## config.mk

```make
export PLATFORM = sky130hd
export DESIGN_NAME = cpu_control_unit_flat
export DESIGN_NICKNAME = d
export VERILOG_FILES = /design/src/rtl/cpu_control_unit_if.sv /design/src/rtl/cpu_control_unit.sv /design/src/flat_wrapper.sv
export SDC_FILE = /design/constraint.sdc
export NUM_CORES = 1
export LEC_CHECK = 0
export BUFFER_PORTS_ARGS = -buffer_cell sky130_fd_sc_hd__buf_4
export CAP_MARGIN = 20
export CELL_PAD_IN_SITES_DETAIL_PLACEMENT = 2
export CELL_PAD_IN_SITES_GLOBAL_PLACEMENT = 2
export CORE_ASPECT_RATIO = 0.7
export CORE_UTILIZATION = 29
export CTS_BUF_LIST = sky130_fd_sc_hd__clkbuf_8
export DETAILED_ROUTE_END_ITERATION = 7
export PLACE_DENSITY_LB_ADDON = 0.1
export SLEW_MARGIN = 20
export SYNTH_ARGS = -nofsm -noshare
export SYNTH_HDL_FRONTEND = slang
export SYNTH_SLANG_ARGS = --single-unit
export TNS_END_PERCENT = 10
```

## constraint.sdc

```tcl
create_clock -name clk -period 1.4 [get_ports clk]
set_input_delay 0.14 -clock clk [delete_from_list [all_inputs] [get_ports clk]]
set_output_delay 0.14 -clock clk [all_outputs]
set_load 0.01 [all_outputs]
```

## src/rtl/cpu_control_unit_if.sv

```systemverilog
// Control-side bundle between the Simple CPU sequencer and its datapath/memory.
// master = control unit (drives strobes), slave = datapath + memory (drives ir, z, mem_ready).
interface cpu_control_unit_if;
  logic [7:0] ir;
  logic       z;
  logic       mem_ready;
  logic [3:0] alusel;
  logic [2:0] bus_sel;
  logic       ar_ld;
  logic       dr_ld;
  logic       ir_ld;
  logic       ac_ld;
  logic       pc_ld;
  logic       pc_inc;
  logic       mem_rd;
  logic       mem_wr;
  logic       instr_done;
  logic       halt;
  logic       err;

  modport master (
    input  ir, z, mem_ready,
    output alusel, bus_sel, ar_ld, dr_ld, ir_ld, ac_ld, pc_ld, pc_inc,
           mem_rd, mem_wr, instr_done, halt, err
  );

  modport slave (
    output ir, z, mem_ready,
    input  alusel, bus_sel, ar_ld, dr_ld, ir_ld, ac_ld, pc_ld, pc_inc,
           mem_rd, mem_wr, instr_done, halt, err
  );
endinterface

```

## src/rtl/cpu_control_unit.sv

```systemverilog
// Multi-cycle control sequencer for the 8-bit Simple CPU: fetch opcode (+ operand),
// then drive ALU select, bus source and register strobes; halts on HALT or memory timeout.
module cpu_control_unit #(
  parameter int TIMEOUT = 16
) (
  input logic                clk,
  input logic                rst,
  cpu_control_unit_if.master ctrl
);

  typedef enum logic [3:0] {
    st_f1, st_f2, st_f3, st_dec, st_o1, st_o2, st_o3, st_m1, st_l2, st_hlt
  } state_t;

  localparam logic [3:0] op_ldac = 4'h1;
  localparam logic [3:0] op_stac = 4'h2;
  localparam logic [3:0] op_add  = 4'h3;
  localparam logic [3:0] op_sub  = 4'h4;
  localparam logic [3:0] op_inac = 4'h5;
  localparam logic [3:0] op_clac = 4'h6;
  localparam logic [3:0] op_and  = 4'h7;
  localparam logic [3:0] op_or   = 4'h8;
  localparam logic [3:0] op_xor  = 4'h9;
  localparam logic [3:0] op_not  = 4'hA;
  localparam logic [3:0] op_jump = 4'hB;
  localparam logic [3:0] op_jmpz = 4'hC;
  localparam logic [3:0] op_halt = 4'hF;

  localparam int CW = (TIMEOUT > 1) ? $clog2(TIMEOUT) : 1;

  state_t        state, next;
  logic [CW-1:0] cnt;
  logic          errq;
  logic          waiting;
  logic          expired;
  logic          timeout;
  logic [3:0]    op;

  assign op      = ctrl.ir[7:4];
  assign waiting = (state == st_f2) || (state == st_o2) || (state == st_m1);
  assign expired = (TIMEOUT != 0) && (cnt == CW'(TIMEOUT - 1));

  // The wait counter restarts whenever we are outside a wait state, so every wait begins at zero.
  always_ff @(posedge clk) begin
    if (rst) begin
      state <= st_f1;
      cnt   <= '0;
      errq  <= 1'b0;
    end else begin
      state <= next;
      if (waiting && !ctrl.mem_ready) cnt <= cnt + 1'b1;
      else                            cnt <= '0;
      if (timeout) errq <= 1'b1;
    end
  end

  always_comb begin
    next            = state;
    timeout         = 1'b0;
    ctrl.alusel     = 4'd0;
    ctrl.bus_sel    = 3'd0;
    ctrl.ar_ld      = 1'b0;
    ctrl.dr_ld      = 1'b0;
    ctrl.ir_ld      = 1'b0;
    ctrl.ac_ld      = 1'b0;
    ctrl.pc_ld      = 1'b0;
    ctrl.pc_inc     = 1'b0;
    ctrl.mem_rd     = 1'b0;
    ctrl.mem_wr     = 1'b0;
    ctrl.instr_done = 1'b0;
    ctrl.halt       = 1'b0;
    ctrl.err        = 1'b0;
    if (rst) begin
      next = st_f1;
    end else begin
      ctrl.err = errq;
      case (state)
        st_f1, st_o1: begin
          ctrl.bus_sel = 3'd1;
          ctrl.ar_ld   = 1'b1;
          next         = (state == st_f1) ? st_f2 : st_o2;
        end
        st_f2, st_o2: begin
          ctrl.mem_rd  = 1'b1;
          ctrl.bus_sel = 3'd4;
          if (ctrl.mem_ready) begin
            ctrl.dr_ld  = 1'b1;
            ctrl.pc_inc = 1'b1;
            next        = (state == st_f2) ? st_f3 : st_o3;
          end else if (expired) begin
            timeout = 1'b1;
            next    = st_hlt;
          end
        end
        st_f3: begin
          ctrl.bus_sel = 3'd2;
          ctrl.ir_ld   = 1'b1;
          next         = st_dec;
        end
        st_dec: begin
          case (op)
            op_inac, op_clac, op_not: begin
              ctrl.ac_ld      = 1'b1;
              ctrl.instr_done = 1'b1;
              next            = st_f1;
              if (op == op_inac)      ctrl.alusel = 4'd3;
              else if (op == op_clac) ctrl.alusel = 4'd4;
              else                    ctrl.alusel = 4'd8;
            end
            op_ldac, op_stac, op_add, op_sub, op_and, op_or, op_xor, op_jump, op_jmpz:
              next = st_o1;
            op_halt: next = st_hlt;
            default: begin
              ctrl.instr_done = 1'b1;
              next            = st_f1;
            end
          endcase
        end
        st_o3: begin
          ctrl.instr_done = 1'b1;
          next            = st_f1;
          case (op)
            op_add, op_sub, op_and, op_or, op_xor: begin
              ctrl.bus_sel = 3'd2;
              ctrl.ac_ld   = 1'b1;
              case (op)
                op_add:  ctrl.alusel = 4'd1;
                op_sub:  ctrl.alusel = 4'd2;
                op_and:  ctrl.alusel = 4'd5;
                op_or:   ctrl.alusel = 4'd6;
                default: ctrl.alusel = 4'd7;
              endcase
            end
            op_jump: begin
              ctrl.bus_sel = 3'd2;
              ctrl.pc_ld   = 1'b1;
            end
            op_jmpz: begin
              if (ctrl.z) begin
                ctrl.bus_sel = 3'd2;
                ctrl.pc_ld   = 1'b1;
              end
            end
            op_ldac, op_stac: begin
              ctrl.bus_sel    = 3'd2;
              ctrl.ar_ld      = 1'b1;
              ctrl.instr_done = 1'b0;
              next            = st_m1;
            end
            default: ;
          endcase
        end
        // STAC finishes straight from the write; LDAC still has to move DR into AC.
        st_m1: begin
          if (op == op_stac) begin
            ctrl.mem_wr  = 1'b1;
            ctrl.bus_sel = 3'd3;
            if (ctrl.mem_ready) begin
              ctrl.instr_done = 1'b1;
              next            = st_f1;
            end
          end else begin
            ctrl.mem_rd  = 1'b1;
            ctrl.bus_sel = 3'd4;
            if (ctrl.mem_ready) begin
              ctrl.dr_ld = 1'b1;
              next       = st_l2;
            end
          end
          if (!ctrl.mem_ready && expired) begin
            timeout = 1'b1;
            next    = st_hlt;
          end
        end
        st_l2: begin
          ctrl.bus_sel    = 3'd2;
          ctrl.alusel     = 4'd0;
          ctrl.ac_ld      = 1'b1;
          ctrl.instr_done = 1'b1;
          next            = st_f1;
        end
        st_hlt: ctrl.halt = 1'b1;
        default: next = st_f1;
      endcase
    end
  end

endmodule

```

## src/flat_wrapper.sv

```systemverilog
// flat-port wrapper written by rule: the top's interface ports become plain ports
module cpu_control_unit_flat 
#(
  parameter int TIMEOUT = 16
)
  (clk, rst, ctrl_ir, ctrl_z, ctrl_mem_ready, ctrl_alusel, ctrl_bus_sel, ctrl_ar_ld, ctrl_dr_ld, ctrl_ir_ld, ctrl_ac_ld, ctrl_pc_ld, ctrl_pc_inc, ctrl_mem_rd, ctrl_mem_wr, ctrl_instr_done, ctrl_halt, ctrl_err);
  cpu_control_unit_if ctrl_i ();
  input logic clk;
  input logic rst;
  input wire logic [$bits(ctrl_i.ir)-1:0] ctrl_ir;
  input wire logic [$bits(ctrl_i.z)-1:0] ctrl_z;
  input wire logic [$bits(ctrl_i.mem_ready)-1:0] ctrl_mem_ready;
  output wire logic [$bits(ctrl_i.alusel)-1:0] ctrl_alusel;
  output wire logic [$bits(ctrl_i.bus_sel)-1:0] ctrl_bus_sel;
  output wire logic [$bits(ctrl_i.ar_ld)-1:0] ctrl_ar_ld;
  output wire logic [$bits(ctrl_i.dr_ld)-1:0] ctrl_dr_ld;
  output wire logic [$bits(ctrl_i.ir_ld)-1:0] ctrl_ir_ld;
  output wire logic [$bits(ctrl_i.ac_ld)-1:0] ctrl_ac_ld;
  output wire logic [$bits(ctrl_i.pc_ld)-1:0] ctrl_pc_ld;
  output wire logic [$bits(ctrl_i.pc_inc)-1:0] ctrl_pc_inc;
  output wire logic [$bits(ctrl_i.mem_rd)-1:0] ctrl_mem_rd;
  output wire logic [$bits(ctrl_i.mem_wr)-1:0] ctrl_mem_wr;
  output wire logic [$bits(ctrl_i.instr_done)-1:0] ctrl_instr_done;
  output wire logic [$bits(ctrl_i.halt)-1:0] ctrl_halt;
  output wire logic [$bits(ctrl_i.err)-1:0] ctrl_err;
  assign ctrl_i.ir = ctrl_ir;
  assign ctrl_i.z = ctrl_z;
  assign ctrl_i.mem_ready = ctrl_mem_ready;
  assign ctrl_alusel = ctrl_i.alusel;
  assign ctrl_bus_sel = ctrl_i.bus_sel;
  assign ctrl_ar_ld = ctrl_i.ar_ld;
  assign ctrl_dr_ld = ctrl_i.dr_ld;
  assign ctrl_ir_ld = ctrl_i.ir_ld;
  assign ctrl_ac_ld = ctrl_i.ac_ld;
  assign ctrl_pc_ld = ctrl_i.pc_ld;
  assign ctrl_pc_inc = ctrl_i.pc_inc;
  assign ctrl_mem_rd = ctrl_i.mem_rd;
  assign ctrl_mem_wr = ctrl_i.mem_wr;
  assign ctrl_instr_done = ctrl_i.instr_done;
  assign ctrl_halt = ctrl_i.halt;
  assign ctrl_err = ctrl_i.err;
  cpu_control_unit #(.TIMEOUT(TIMEOUT)) u_core (.clk(clk), .rst(rst), .ctrl(ctrl_i));
endmodule
```

==> key figures, run 1 <==
Detailed routing
  – Total via count after detailed routing: 1510
  – Iteration-0 DRC Markers: 122
  – Number of detailed-route iterations in the first pass: 4
  – DRT antenna net count: 0
  – Vias per cell: 6.240
  – Wire per inst: 30.05 um
  – Total routed wirelength: 7273 um
  – Number of design rule violations left after detail routing: 0

Power and ir drop
  – P_sw: 0.0005353 W
  – Total leakage power: 0.7157 nW
  – Clock share of power: 25.3%
  – Maximum VDD drop: 0.3658 mV
  – Portion of total power attributed to combinational logic: 50.2%
  – Sequential group share of total power: 24.4%
  – Ratio of total power to cell area: 738.6 mW/mm^2
  – Share of total power consumed by net switching: 41.08%
  – Cell internal pwr: 0.0007677 W

Hold path
  – Critical hold path startpoint: ctrl_mem_ready
  – Count of cells along the worst hold path: 3
  – Worst Hold Class: in2reg
  – Worst-case hold path end point: u_core.state[0]

Status
  – Violations in the final reports: negative setup slack
  – Result of the run: complete, but fails checks

CTS
  – Clk_lat worst skew: 0.25 ns
  – Clock input transition at the sequential cells of the worst setup and hold paths: 0.06 ns
  – Clock root cell: sky130_fd_sc_hd__clkbuf_8
  – CTS H-Tree Depth: 1
  – Sink Count: 9
  – Number of clock buffers inserted by TritonCTS: 3
  – Clock Path Buffers: 2
  – TritonCTS clock tree: done

Critical path
  – Critical path data arrival time: 1.85 ns
  – Internal reg-to-reg setup slack: -0.41 ns
  – Setup crit end kind: primary output
  – Kind of critical path: reg2out
  – Worst reg-to-reg path cell count: 7
  – Peak fanout along the critical path: 6
  – Critical path, cell by cell: nand4bb_4, o21ai_1, o221ai_1, a21oi_1, buf_4
  – Worst reg2reg path endpoint: u_core.state[0]
  – Longest individual stage delay on the worst path: 0.36 ns
  – Slowest cell on the critical path: sky130_fd_sc_hd__dfxtp_2
  – Critical Path RT: 1.26 ns
  – Launch instance of the worst register-to-register path: u_core.state[2]
  – Kind of launch point of the worst setup path: flip-flop

Yosys
  – Synth Cell Area: 0.001008 mm^2
  – Leading cell types by count after synthesis: sky130_fd_sc_hd__nor2_1 (15), sky130_fd_sc_hd__a21oi_1 (10), sky130_fd_sc_hd__dfxtp_1 (9)
  – Syn. warnings: 0
  – EDFF count, synth: 0
  – Post-synth ARST share: 0%
  – Number of nets produced by synthesis: 152
  – Leading cell type by number of instances after synthesis: sky130_fd_sc_hd__nor2_1
  – Post-Synthesis Cells: 139
  – Register area share after synthesis: 17.87%
  – Mapped Avg Cell Area: 7.255 um^2
  – Area contributors post-synth: sky130_fd_sc_hd__dfxtp_1 (18%), sky130_fd_sc_hd__nor2_1 (5.6%), sky130_fd_sc_hd__a21oi_1 (5.0%)
  – Cell taking the most area after synthesis: sky130_fd_sc_hd__dfxtp_1
  – Yosys cell types: 51
  – Fraction of post-synthesis cell area in the top cell type by area: 17.87%
  – Top flip-flop cell by instance count after synthesis: sky130_fd_sc_hd__dfxtp_1
  – Number of synthesized register bits: 9

GRT
  – Total overflow reported by the global router: 0
  – Pin count of the biggest net entering global routing: 10
  – Global-route wire length before repair: 9839 um
  – Antenna violations before repair: 0
  – Via count of the first global-routing pass: 1605
  – Overall global routing resource usage: 37.55%

Finish
  – Count of inserted antenna diode cells: 0
  – Area of the multi-input gates: 942.2 um^2
  – Register area: 192.7 um^2
  – Number of filler instances in the final layout: 350
  – Share of cells above drive strength 1: 55.38%
  – Fin util: 54.57%
  – Synthesis-to-finish area growth: 74.94%
  – NumNets Final: 209
  – Non-Filler Cell Area, Final: 0.001764 mm^2

Timing
  – Share of the clock period used by the worst path after layout: 142.3%
  – Count of final max-slew check failures: 0
  – Unrepaired setup endpoints after global routing: true
  – Time the final worst path needs with I/O delays and setup: 1.992 ns
  – Final clock skew: 0.006728 ns
  – Final worst setup slack: -0.5920 ns
  – Number of hold-slack violations in the final timing report: 0
  – Endpoints failing setup: 26
  – Worst relative slew slack: 73.99%
  – Worst-Margin Slew: 0.3848 ns
  – Top achievable clock speed: 502.0 MHz
  – Worst-case hold slack: 0.3831 ns

Place
  – Input/output buffers: 25
  – Detailed-placement wirelength estimate: 3547 um
  – Final weighted congestion of routability-driven global placement: 0.8800
  – Cell area after placement: 0.001470 mm^2

Floorplanning
  – Total number of placement rows: 17
  – Die Area: 0.003721 mm^2
  – DIE HEIGHT: 51.34 um
  – Area of the core: 0.003233 mm^2
  – Boundary Pins: 30
  – X dimension of the die: 72.48 um
  – Initial Utilization: 31.19%

Run
  – Max Cap Violations: 0
[worst max-delay path, delay by kind of cell, from the launching register on]
family          cells  cell delay, ns
buf+inv             1            0.16
simple gates        1            0.35
flops               1            0.36
compound gates      3            0.73
[routing by layer]
metal | global-route usage [%] | up-vias | routed length [um]
met5 | 0 | - | 0
met4 | 14.38 | 0 | 308
met3 | 7.890 | 34 | 510
met2 | 63.71 | 96 | 3436
met1 | 46.64 | 750 | 3017
li1 | - | 630 | -
[flip-flops by register name, indices dropped and copies added, names as in the netlist]
signal	count
u_core.cnt	4
u_core.errq	1
u_core.state	4
[how the worst max path moves through the flow]
stage | from | endpoint | cells after the start
floorplan | u_core.state[0] | ctrl_alusel[0] | 4
global placement | u_core.state[1] | ctrl_instr_done | 5
detailed placement | u_core.state[1] | ctrl_alusel[0] | 5
CTS | u_core.state[2] | ctrl_ac_ld | 6
global route | u_core.state[0] | ctrl_instr_done | 5
finish | u_core.state[3] | ctrl_instr_done | 5
[metrics by stage]
step / setup slack, ns / power [W] / TNS [ns] / instances
2_1_floorplan: 0.01633 / 0.0005334 / 0 / 139
3_3_place_gp: -0.1940 / 0.0007356 / -1.123 / 237
3_5_place_dp: -0.3304 / 0.0007673 / -3.078 / 237
4_1_cts: -0.3298 / 0.001193 / -3.614 / 242
5_1_grt: -0.6295 / 0.001337 / -6.770 / 242
6_report: -0.5920 / 0.001303 / -6.121 / 242
[layout by cell type (no fill, tap or decap), types with 4 or more instances in the layout]
cell                        n
sky130_fd_sc_hd__nand2b_1   4
sky130_fd_sc_hd__nor3_1     4
sky130_fd_sc_hd__nor2_1     6
sky130_fd_sc_hd__inv_1      5
sky130_fd_sc_hd__nor2_2     8
sky130_fd_sc_hd__nand2_1    6
sky130_fd_sc_hd__dfxtp_1    5
sky130_fd_sc_hd__buf_6      6
sky130_fd_sc_hd__a21oi_1    7
sky130_fd_sc_hd__buf_4     57
sky130_fd_sc_hd__nand3_1    5
[what timing repair did]
action                                  CTS  global route
endpoints found under the setup margin   25            26
hold buffers                              0             0
resized for setup                        43            16
setup buffers                             1             0
pin swaps                                 7             0
[cell families (layout without fill, tap and decap cells)]
| kind of cell | count (synthesis) | after routing | synth area share, % |
|---|---|---|---|
| AO/OA/AOI/OAI | 36 | 36 | 24.69 |
| XOR/XNOR | 4 | 4 | 3.475 |
| adder cells (fa/ha/maj) | 1 | 1 | 1.240 |
| buffers and inverters | 16 | 72 | 8.436 |
| flip-flops | 9 | 9 | 17.87 |
| multiplexers | 3 | 3 | 3.102 |
| AND/OR/NAND/NOR | 70 | 70 | 41.19 |
[power groups by stage]
stage	combinational, W	sequential [W]	clock, W
after global routing	0.000678	0.000318	0.000340
after floorplan	0.000241	0.000292	0
after global placement	0.000437	0.000299	0
final	0.000655	0.000319	0.000330
after detailed placement	0.000465	0.000302	0
after CTS	0.000566	0.000309	0.000319
[area by class of cell]
type | count | area share (%)
clock buffers | 3 | 2.340
clock inverters | 1 | 0.2128
multi-input cells | 114 | 53.40
well taps | 47 | 3.333
flip-flops and latches | 9 | 10.92
repair buffers | 64 | 28.94
inverters | 4 | 0.8511
No activity file was read; power rests on OpenSTA's default activity.
==> run 2, diff against run 1 <==
--- a/config.mk
+++ b/config.mk
@@ -5,14 +5,14 @@
 export SDC_FILE = /design/constraint.sdc
 export NUM_CORES = 1
 export LEC_CHECK = 0
-export BUFFER_PORTS_ARGS = -buffer_cell sky130_fd_sc_hd__buf_4
 export CAP_MARGIN = 20
 export CELL_PAD_IN_SITES_DETAIL_PLACEMENT = 2
 export CELL_PAD_IN_SITES_GLOBAL_PLACEMENT = 2
 export CORE_ASPECT_RATIO = 0.7
-export CORE_UTILIZATION = 29
+export CORE_UTILIZATION = 35
 export CTS_BUF_LIST = sky130_fd_sc_hd__clkbuf_8
 export DETAILED_ROUTE_END_ITERATION = 7
+export DONT_BUFFER_PORTS = 1
 export PLACE_DENSITY_LB_ADDON = 0.1
 export SLEW_MARGIN = 20
 export SYNTH_ARGS = -nofsm -noshare
==> run 2 against run 1 <==
The flow now stops in 4_1_cts. Synthesized cell count unchanged. Area after synthesis unchanged.
==> key figures, run 2 <==
Status
  – Result of the run: stopped before the end
  – Step where the flow halted: 4_1_cts
  – First Err: [ERROR DPL-0033] detailed placement checks failed during check placement.

Yosys
  – Yosys cell types: 51
  – Post-Synthesis Cells: 139
  – Area contributors post-synth: sky130_fd_sc_hd__dfxtp_1 (18%), sky130_fd_sc_hd__nor2_1 (5.6%), sky130_fd_sc_hd__a21oi_1 (5.0%)
  – Fraction of post-synthesis cell area in the top cell type by area: 17.87%
  – Register area share after synthesis: 17.87%
  – Post-synth ARST share: 0%
  – Mapped Avg Cell Area: 7.255 um^2
  – Top flip-flop cell by instance count after synthesis: sky130_fd_sc_hd__dfxtp_1
  – Synth Cell Area: 0.001008 mm^2
  – Number of synthesized register bits: 9
  – Leading cell type by number of instances after synthesis: sky130_fd_sc_hd__nor2_1
  – Leading cell types by count after synthesis: sky130_fd_sc_hd__nor2_1 (15), sky130_fd_sc_hd__a21oi_1 (10), sky130_fd_sc_hd__dfxtp_1 (9)
  – Number of nets produced by synthesis: 152
  – Syn. warnings: 0
  – EDFF count, synth: 0
  – Cell taking the most area after synthesis: sky130_fd_sc_hd__dfxtp_1

CTS
  – Sink Count: 9
  – CTS Hold Buffers Added: 1
  – Clock Path Buffers: 2
  – CTS H-Tree Depth: 1
  – Number of clock buffers inserted by TritonCTS: 3
  – Setup Buffers After CTS: 7
  – Clock root cell: sky130_fd_sc_hd__clkbuf_8
  – PostCTS Resize Cnt: 49

Floorplanning
  – X dimension of the die: 66.16 um
  – Total number of placement rows: 15
  – DIE HEIGHT: 46.91 um
  – Boundary Pins: 30
  – Initial Utilization: 38.94%

Place
  – Post-Place Worst Slack: -0.2964 ns
  – Input/output buffers: 0
  – Final weighted congestion of routability-driven global placement: 0.8552
  – Total instance count after detailed placement: 191
  – Detailed-placement wirelength estimate: 3294 um
## run 2: cell counts after synthesis
No cell type changed its count.
## run 2: stage by stage
| stage | area, um^2 | util [%] | hold slack, ns |
|---|---|---|---|
| 3_3_place_gp | 1206 | 46.57 | 0.2476 |
| 3_5_place_dp | 1206 | 46.57 | 0.2590 |
| 2_1_floorplan | 1008 | - | 0.3288 |
## run 2: kinds of logic after synthesis
logic type / after synthesis / share of synthesized area, %
adders and majority gates: 1 / 1.240
and+or+nand+nor: 70 / 41.19
AOI/OAI and AO/OA: 36 / 24.69
buffers and inverters: 16 / 8.436
muxes: 3 / 3.102
DFF: 9 / 17.87
xor gates and xnor gates: 4 / 3.475
==> run 3, diff against run 2 <==
--- a/config.mk
+++ b/config.mk
@@ -6,14 +6,11 @@
 export NUM_CORES = 1
 export LEC_CHECK = 0
 export CAP_MARGIN = 20
-export CELL_PAD_IN_SITES_DETAIL_PLACEMENT = 2
-export CELL_PAD_IN_SITES_GLOBAL_PLACEMENT = 2
-export CORE_ASPECT_RATIO = 0.7
-export CORE_UTILIZATION = 35
-export CTS_BUF_LIST = sky130_fd_sc_hd__clkbuf_8
+export CORE_AREA = 2 2 63 65
 export DETAILED_ROUTE_END_ITERATION = 7
+export DIE_AREA = 0 0 65 67
 export DONT_BUFFER_PORTS = 1
-export PLACE_DENSITY_LB_ADDON = 0.1
+export PLACE_DENSITY_LB_ADDON = 0.15
 export SLEW_MARGIN = 20
 export SYNTH_ARGS = -nofsm -noshare
 export SYNTH_HDL_FRONTEND = slang
==> run 3 against run 2 <==
The flow now finishes, with violations (negative setup slack).
==> key figures, run 3 (same netlist as run 1, synthesis figures left out) <==
Critical path
  – Worst Setup EP: ctrl_ar_ld
  – Launch instance of the worst register-to-register path: u_core.state[3]
  – Critical path, cell by cell: buf_4, or2_4, buf_4, a211oi_2, buf_4
  – Critical Path RT: 1.26 ns
  – Cell seen most often among critical-path stages: sky130_fd_sc_hd__buf_4
  – Setup crit end kind: primary output
  – Kind of launch point of the worst setup path: flip-flop
  – Worst reg-to-reg path cell count: 6
  – Peak fanout along the critical path: 6
  – Longest individual stage delay on the worst path: 0.35 ns
  – Kind of critical path: reg2out
  – Critical path data arrival time: 1.49 ns
  – Worst reg2reg path endpoint: u_core.state[3]
  – Crit. Startpoint: u_core.state[3]
  – Slowest cell on the critical path: sky130_fd_sc_hd__dfxtp_2
  – Internal reg-to-reg setup slack: 0.01 ns

Power and ir drop
  – Sequential group share of total power: 30.1%
  – Total leakage power: 0.5999 nW
  – Clock share of power: 28.7%
  – Ratio of total power to cell area: 668.4 mW/mm^2
  – Cell internal pwr: 0.0007113 W
  – Share of total power consumed by net switching: 31.74%
  – Portion of total power attributed to combinational logic: 41.3%
  – Maximum VDD drop: 0.4674 mV
  – P_sw: 0.0003307 W

Run
  – Max Cap Violations: 0

CTS
  – Number of clock buffers inserted by TritonCTS: 3
  – Sink Count: 9
  – Clk_lat worst skew: 0.23 ns
  – Clock input transition at the sequential cells of the worst setup and hold paths: 0.04 ns
  – TritonCTS clock tree: done
  – CTS H-Tree Depth: 1
  – Clock Path Buffers: 2
  – Clock root cell: sky130_fd_sc_hd__clkbuf_8

GRT
  – Via count of the first global-routing pass: 1178
  – Total overflow reported by the global router: 0
  – Pin count of the biggest net entering global routing: 16
  – Antenna violations before repair: 0
  – Global-route wire length before repair: 5520 um
  – Overall global routing resource usage: 16.20%

Floorplanning
  – DIE HEIGHT: 67 um
  – Die Area: 0.004355 mm^2
  – X dimension of the die: 65 um
  – Boundary Pins: 30
  – Initial Utilization: 27.97%
  – Total number of placement rows: 22
  – Area of the core: 0.003606 mm^2

Finish
  – Most used cells in the layout excluding fill and tap cells: sky130_fd_sc_hd__buf_4 (38), sky130_fd_sc_hd__nor2_1 (11), sky130_fd_sc_hd__nand2_1 (7), sky130_fd_sc_hd__a21oi_1 (7)
  – Most common cell after layout, fill and taps aside: sky130_fd_sc_hd__buf_4
  – Non-Filler Cell Area, Final: 0.001559 mm^2
  – NumNets Final: 188
  – Share of cells above drive strength 1: 46.55%
  – Count of inserted antenna diode cells: 0
  – Largest registers ranked by flip-flop count: u_core.cnt x4, u_core.state x4, u_core.errq x1
  – Synthesis-to-finish area growth: 54.59%

Hold path
  – Worst Hold Class: in2reg
  – Critical hold path startpoint: ctrl_mem_ready

Timing
  – Count of final max-slew check failures: 0
  – Top achievable clock speed: 613.1 MHz
  – Final clock skew: 0.001663 ns
  – Number of hold-slack violations in the final timing report: 0
  – Time the final worst path needs with I/O delays and setup: 1.631 ns
  – Endpoints failing setup: 16
  – Unrepaired setup endpoints after global routing: true
  – Worst relative slew slack: 78.67%
  – Final worst setup slack: -0.2310 ns
  – Worst-case hold slack: 0.1369 ns
  – Share of the clock period used by the worst path after layout: 116.5%
  – Worst-Margin Slew: 0.3200 ns

Detailed routing
  – Iteration-0 DRC Markers: 64
  – DRT antenna net count: 0
  – Total via count after detailed routing: 1164
  – Number of detailed-route iterations in the first pass: 4
  – Wire per inst: 14.58 um
  – Vias per cell: 5.243
  – Number of design rule violations left after detail routing: 0
  – Total routed wirelength: 3236 um

Place
  – Final weighted congestion of routability-driven global placement: 0.7822
  – Input/output buffers: 0
  – Detailed-placement wirelength estimate: 2363 um
  – Cell area after placement: 0.001306 mm^2

Status
  – Violations in the final reports: negative setup slack
  – Result of the run: complete, but fails checks
[run 3: worst min-delay path by stage]
stage	end	slack [ns]	cells after the start
floorplan	ctrl_mem_rd	0.33	1
global placement	u_core.state[0]	0.24	1
detailed placement	u_core.state[0]	0.25	1
CTS	u_core.state[0]	0.14	2
global route	u_core.state[0]	0.14	2
finish	u_core.state[0]	0.14	2
[run 3: cell type report]
type,instances,area (um^2)
well taps,48,60.06
repair buffers,43,340.3
inverters,4,15.01
flip-flops and latches,9,192.7
multi-input cells,114,905.9
fillers,378,2047
clock buffers,4,45.04
[run 3: power groups by stage]
stage	clock network (W)	logic (W)	registers, W
global placement	0	0.000348	0.000302
floorplan	0	0.000241	0.000292
CTS	0.000305	0.000417	0.000311
global route	0.000324	0.000468	0.000316
finish	0.000299	0.000430	0.000313
detailed placement	0	0.000351	0.000302
[run 3: worst max-delay path, delay by kind of cell, from the launching register on]
kind | cells | cell delay [ns]
buf+inv | 3 | 0.45
flops | 1 | 0.35
simple gates | 1 | 0.26
compound gates | 1 | 0.20
[run 3: timing repair]
item	CTS	global route
pin swaps	4	2
endpoints found under the hold margin	1	0
hold buffers	1	0
setup buffers	0	1
gates resized for setup	36	6
endpoints found under the setup margin	23	21
[run 3: per-layer routing]
metal | part of all wire (%) | track usage (%) | wire, um
met1 | 45 | 19.66 | 1458
met2 | 50 | 28.87 | 1614
met3 | 4.1 | 2.534 | 133
met4 | 0.90 | 5.585 | 29
met5 | 0 | 0 | 0
[run 3: stage by stage]
| stage | TNS [ns] | instances | setup slack, ns | total power, W | util (%) |
|---|---|---|---|---|---|
| 3_3_place_gp | -1.149 | 216 | -0.1342 | 0.0006497 | 36.22 |
| 2_1_floorplan | 0 | 139 | 0.01633 | 0.0005334 | - |
| 6_report | -2.378 | 222 | -0.2310 | 0.001042 | 43.23 |
| 3_5_place_dp | -1.465 | 216 | -0.1927 | 0.0006528 | 36.22 |
| 4_1_cts | -2.410 | 221 | -0.2314 | 0.001033 | 42.30 |
| 5_1_grt | -3.847 | 222 | -0.3365 | 0.001108 | 43.23 |
==> run 4, diff against run 3 <==
==> constraint.sdc (replaced) <==
create_clock -name clk -period 1.4 [get_ports clk]
set_input_delay 0.28 -clock clk [delete_from_list [all_inputs] [get_ports clk]]
set_output_delay 0.28 -clock clk [all_outputs]
set_load 0.01 [all_outputs]
==> run 4 against run 3 <==
The flow still finishes with violations (negative setup slack). Routed wire length decreased by 8.9%. Clock power fell by 3%. Combinational power decreased by 5.3%. Non-clock buffer count down 6. Largest cell class unchanged. Largest power group unchanged.
==> key figures, run 4 (same netlist as run 1, synthesis figures left out) <==
GRT
  – Total overflow reported by the global router: 0
  – Pin count of the biggest net entering global routing: 16
  – Antenna violations before repair: 0
  – Overall global routing resource usage: 14.23%
  – Global-route wire length before repair: 4919 um
  – Via count of the first global-routing pass: 1101

CTS
  – Number of clock buffers inserted by TritonCTS: 3
  – TritonCTS clock tree: done
  – Clk_lat worst skew: 0.23 ns
  – Sink Count: 9
  – CTS Hold Buffers Added: 0
  – CTS H-Tree Depth: 1
  – Clock Path Buffers: 2
  – Clock root cell: sky130_fd_sc_hd__clkbuf_8
  – Clock input transition at the sequential cells of the worst setup and hold paths: 0.04 ns

Detailed routing
  – Met2 Routed Length: 1379 um
  – Met3 wire length: 156 um
  – DRT antenna net count: 0
  – Total routed wirelength: 2947 um
  – Iteration-0 DRC Markers: 51
  – Wire per inst: 13.64 um
  – Number of design rule violations left after detail routing: 0
  – Total via count after detailed routing: 1155
  – Sum of routed wire segments on met1: 1343 um
  – Vias per cell: 5.347
  – Number of detailed-route iterations in the first pass: 4
  – Uppermost layer routed: met4

Hold path
  – Count of cells along the worst hold path: 1
  – Critical hold path startpoint: rst
  – Worst Hold Class: in2reg
  – Worst-case hold path end point: u_core.state[0]

Place
  – Total instance count after detailed placement: 208
  – Detailed-placement wirelength estimate: 2239 um
  – Cell area after placement: 0.001256 mm^2
  – Post-Place Worst Slack: -0.3238 ns
  – Final weighted congestion of routability-driven global placement: 0.8140
  – Input/output buffers: 0

Timing
  – Endpoints failing setup: 19
  – Count of final max-slew check failures: 0
  – Share of the clock period used by the worst path after layout: 127.4%
  – Worst relative slew slack: 76.32%
  – Worst-Margin Slew: 0.3530 ns
  – Top achievable clock speed: 560.7 MHz
  – Number of hold-slack violations in the final timing report: 0
  – Final clock skew: 0.003550 ns
  – Worst-case hold slack: 0.1535 ns
  – Final worst setup slack: -0.3834 ns
  – Time the final worst path needs with I/O delays and setup: 1.783 ns
  – Unrepaired setup endpoints after global routing: true

Critical path
  – Worst reg-to-reg path cell count: 7
  – Worst reg2reg path endpoint: u_core.state[1]
  – Launch instance of the worst register-to-register path: u_core.state[3]
  – Critical Path RT: 1.12 ns
  – Setup crit end kind: primary output
  – Peak fanout along the critical path: 8
  – Kind of critical path: reg2out
  – Critical path data arrival time: 1.50 ns
  – Internal reg-to-reg setup slack: -0.12 ns
  – Kind of launch point of the worst setup path: flip-flop

Power and ir drop
  – P_sw: 0.0003116 W
  – Clock share of power: 28.9%
  – Share of total power consumed by net switching: 31.12%
  – Sequential group share of total power: 30.5%
  – Cell internal pwr: 0.0006898 W
  – Ratio of total power to cell area: 656.6 mW/mm^2
  – Total leakage power: 0.5591 nW
  – Sum of internal, switching and leakage power: 0.001001 W
  – Portion of total power attributed to combinational logic: 40.7%
  – Maximum VDD drop: 0.6619 mV

Floorplanning
  – Total number of placement rows: 22
  – X dimension of the die: 65 um
  – Die Area: 0.004355 mm^2
  – Boundary Pins: 30
  – DIE HEIGHT: 67 um
  – Area of the core: 0.003606 mm^2
  – Initial Utilization: 27.97%

Finish
  – Most used cells in the layout excluding fill and tap cells: sky130_fd_sc_hd__buf_4 (33), sky130_fd_sc_hd__nor2_1 (12), sky130_fd_sc_hd__nand2b_1 (6), sky130_fd_sc_hd__nand2_1 (6), sky130_fd_sc_hd__a21oi_1 (6)
  – NumNets Final: 182
  – Count of inserted antenna diode cells: 0
  – Share of cells above drive strength 1: 46.43%
  – Most common cell after layout, fill and taps aside: sky130_fd_sc_hd__buf_4
  – Largest registers ranked by flip-flop count: u_core.cnt x4, u_core.state x4, u_core.errq x1
  – Non-Filler Cell Area, Final: 0.001525 mm^2
  – Final standard cell count with taps included and fillers excluded: 216
  – Number of filler instances in the final layout: 377
  – Synthesis-to-finish area growth: 51.24%

Status
  – Violations in the final reports: negative setup slack
  – Result of the run: complete, but fails checks

Run
  – Max Cap Violations: 0
==> run 4: cell types whose count changed in the layout (fill, tap and decap cells not counted), moves of 2 or more <==
cell                       previous run  this run
sky130_fd_sc_hd__buf_4               38        33
sky130_fd_sc_hd__nor3_1               5         3
sky130_fd_sc_hd__a211oi_1             1         3
sky130_fd_sc_hd__nor4_2               1         4
sky130_fd_sc_hd__nor4_1               4         1
sky130_fd_sc_hd__nor3_2               1         3
sky130_fd_sc_hd__a211oi_2             4         2
==> run 4: how the worst max path moves through the flow <==
stage | start | end | slack (ns) | depth (start not counted)
after floorplan | ctrl_ir[7] | ctrl_bus_sel[1] | -0.17 | 5
after global placement | u_core.state[2] | ctrl_alusel[0] | -0.30 | 6
after detailed placement | u_core.state[3] | ctrl_alusel[0] | -0.32 | 6
after CTS | u_core.state[0] | ctrl_ac_ld | -0.39 | 5
after global routing | u_core.state[3] | ctrl_instr_done | -0.48 | 6
final | u_core.state[3] | ctrl_instr_done | -0.38 | 6
==> run 4: critical path: stages, from the launching register on <==
cell                       delay [ns]
sky130_fd_sc_hd__dfxtp_2         0.33
sky130_fd_sc_hd__buf_4           0.16
sky130_fd_sc_hd__nand4b_1        0.23
sky130_fd_sc_hd__buf_4           0.19
sky130_fd_sc_hd__nor2_4          0.11
sky130_fd_sc_hd__a21oi_2         0.07
sky130_fd_sc_hd__a21oi_2         0.18
==> run 4: layout make-up <==
type	count	area [um^2]	share of cell area, %
flip-flops and latches	9	192.7	12.63
clock buffers	4	45.04	2.953
well taps	48	60.06	3.938
multi-input cells	114	915.9	60.05
inverters	4	15.01	0.9844
repair buffers	37	296.5	19.44
==> run 4: power groups by stage <==
stage | Sequential, W | Combinational (W) | Clock, W
4_1_cts | 0.000302 | 0.000404 | 0.000300
6_report | 0.000305 | 0.000407 | 0.000289
3_3_place_gp | 0.000295 | 0.000337 | 0
5_1_grt | 0.000308 | 0.000442 | 0.000321
3_5_place_dp | 0.000295 | 0.000341 | 0
2_1_floorplan | 0.000292 | 0.000247 | 0
==> run 4: timing repair <==
item | 4_1_cts | 5_1_grt
endpoints found under the setup margin | 25 | 24
setup buffers | 3 | 1
resized for setup | 38 | 6
hold endpoints to repair | 0 | 0
pin swaps | 8 | 2
==> run 4: layer usage <==
layer	GRT usage, %	vias to the layer above
li1	-	569
met1	17.33	545
met2	24.10	31
met3	3.378	10
met4	5.585	0
met5	0	-
==> run 4: per-stage QoR <==
step                utilization, %  setup TNS, ns
floorplan                        -        -0.9724
global placement             34.84         -3.508
detailed placement           34.84         -3.737
CTS                          41.26         -4.581
global route                 42.30         -6.443
finish                       42.30         -4.595
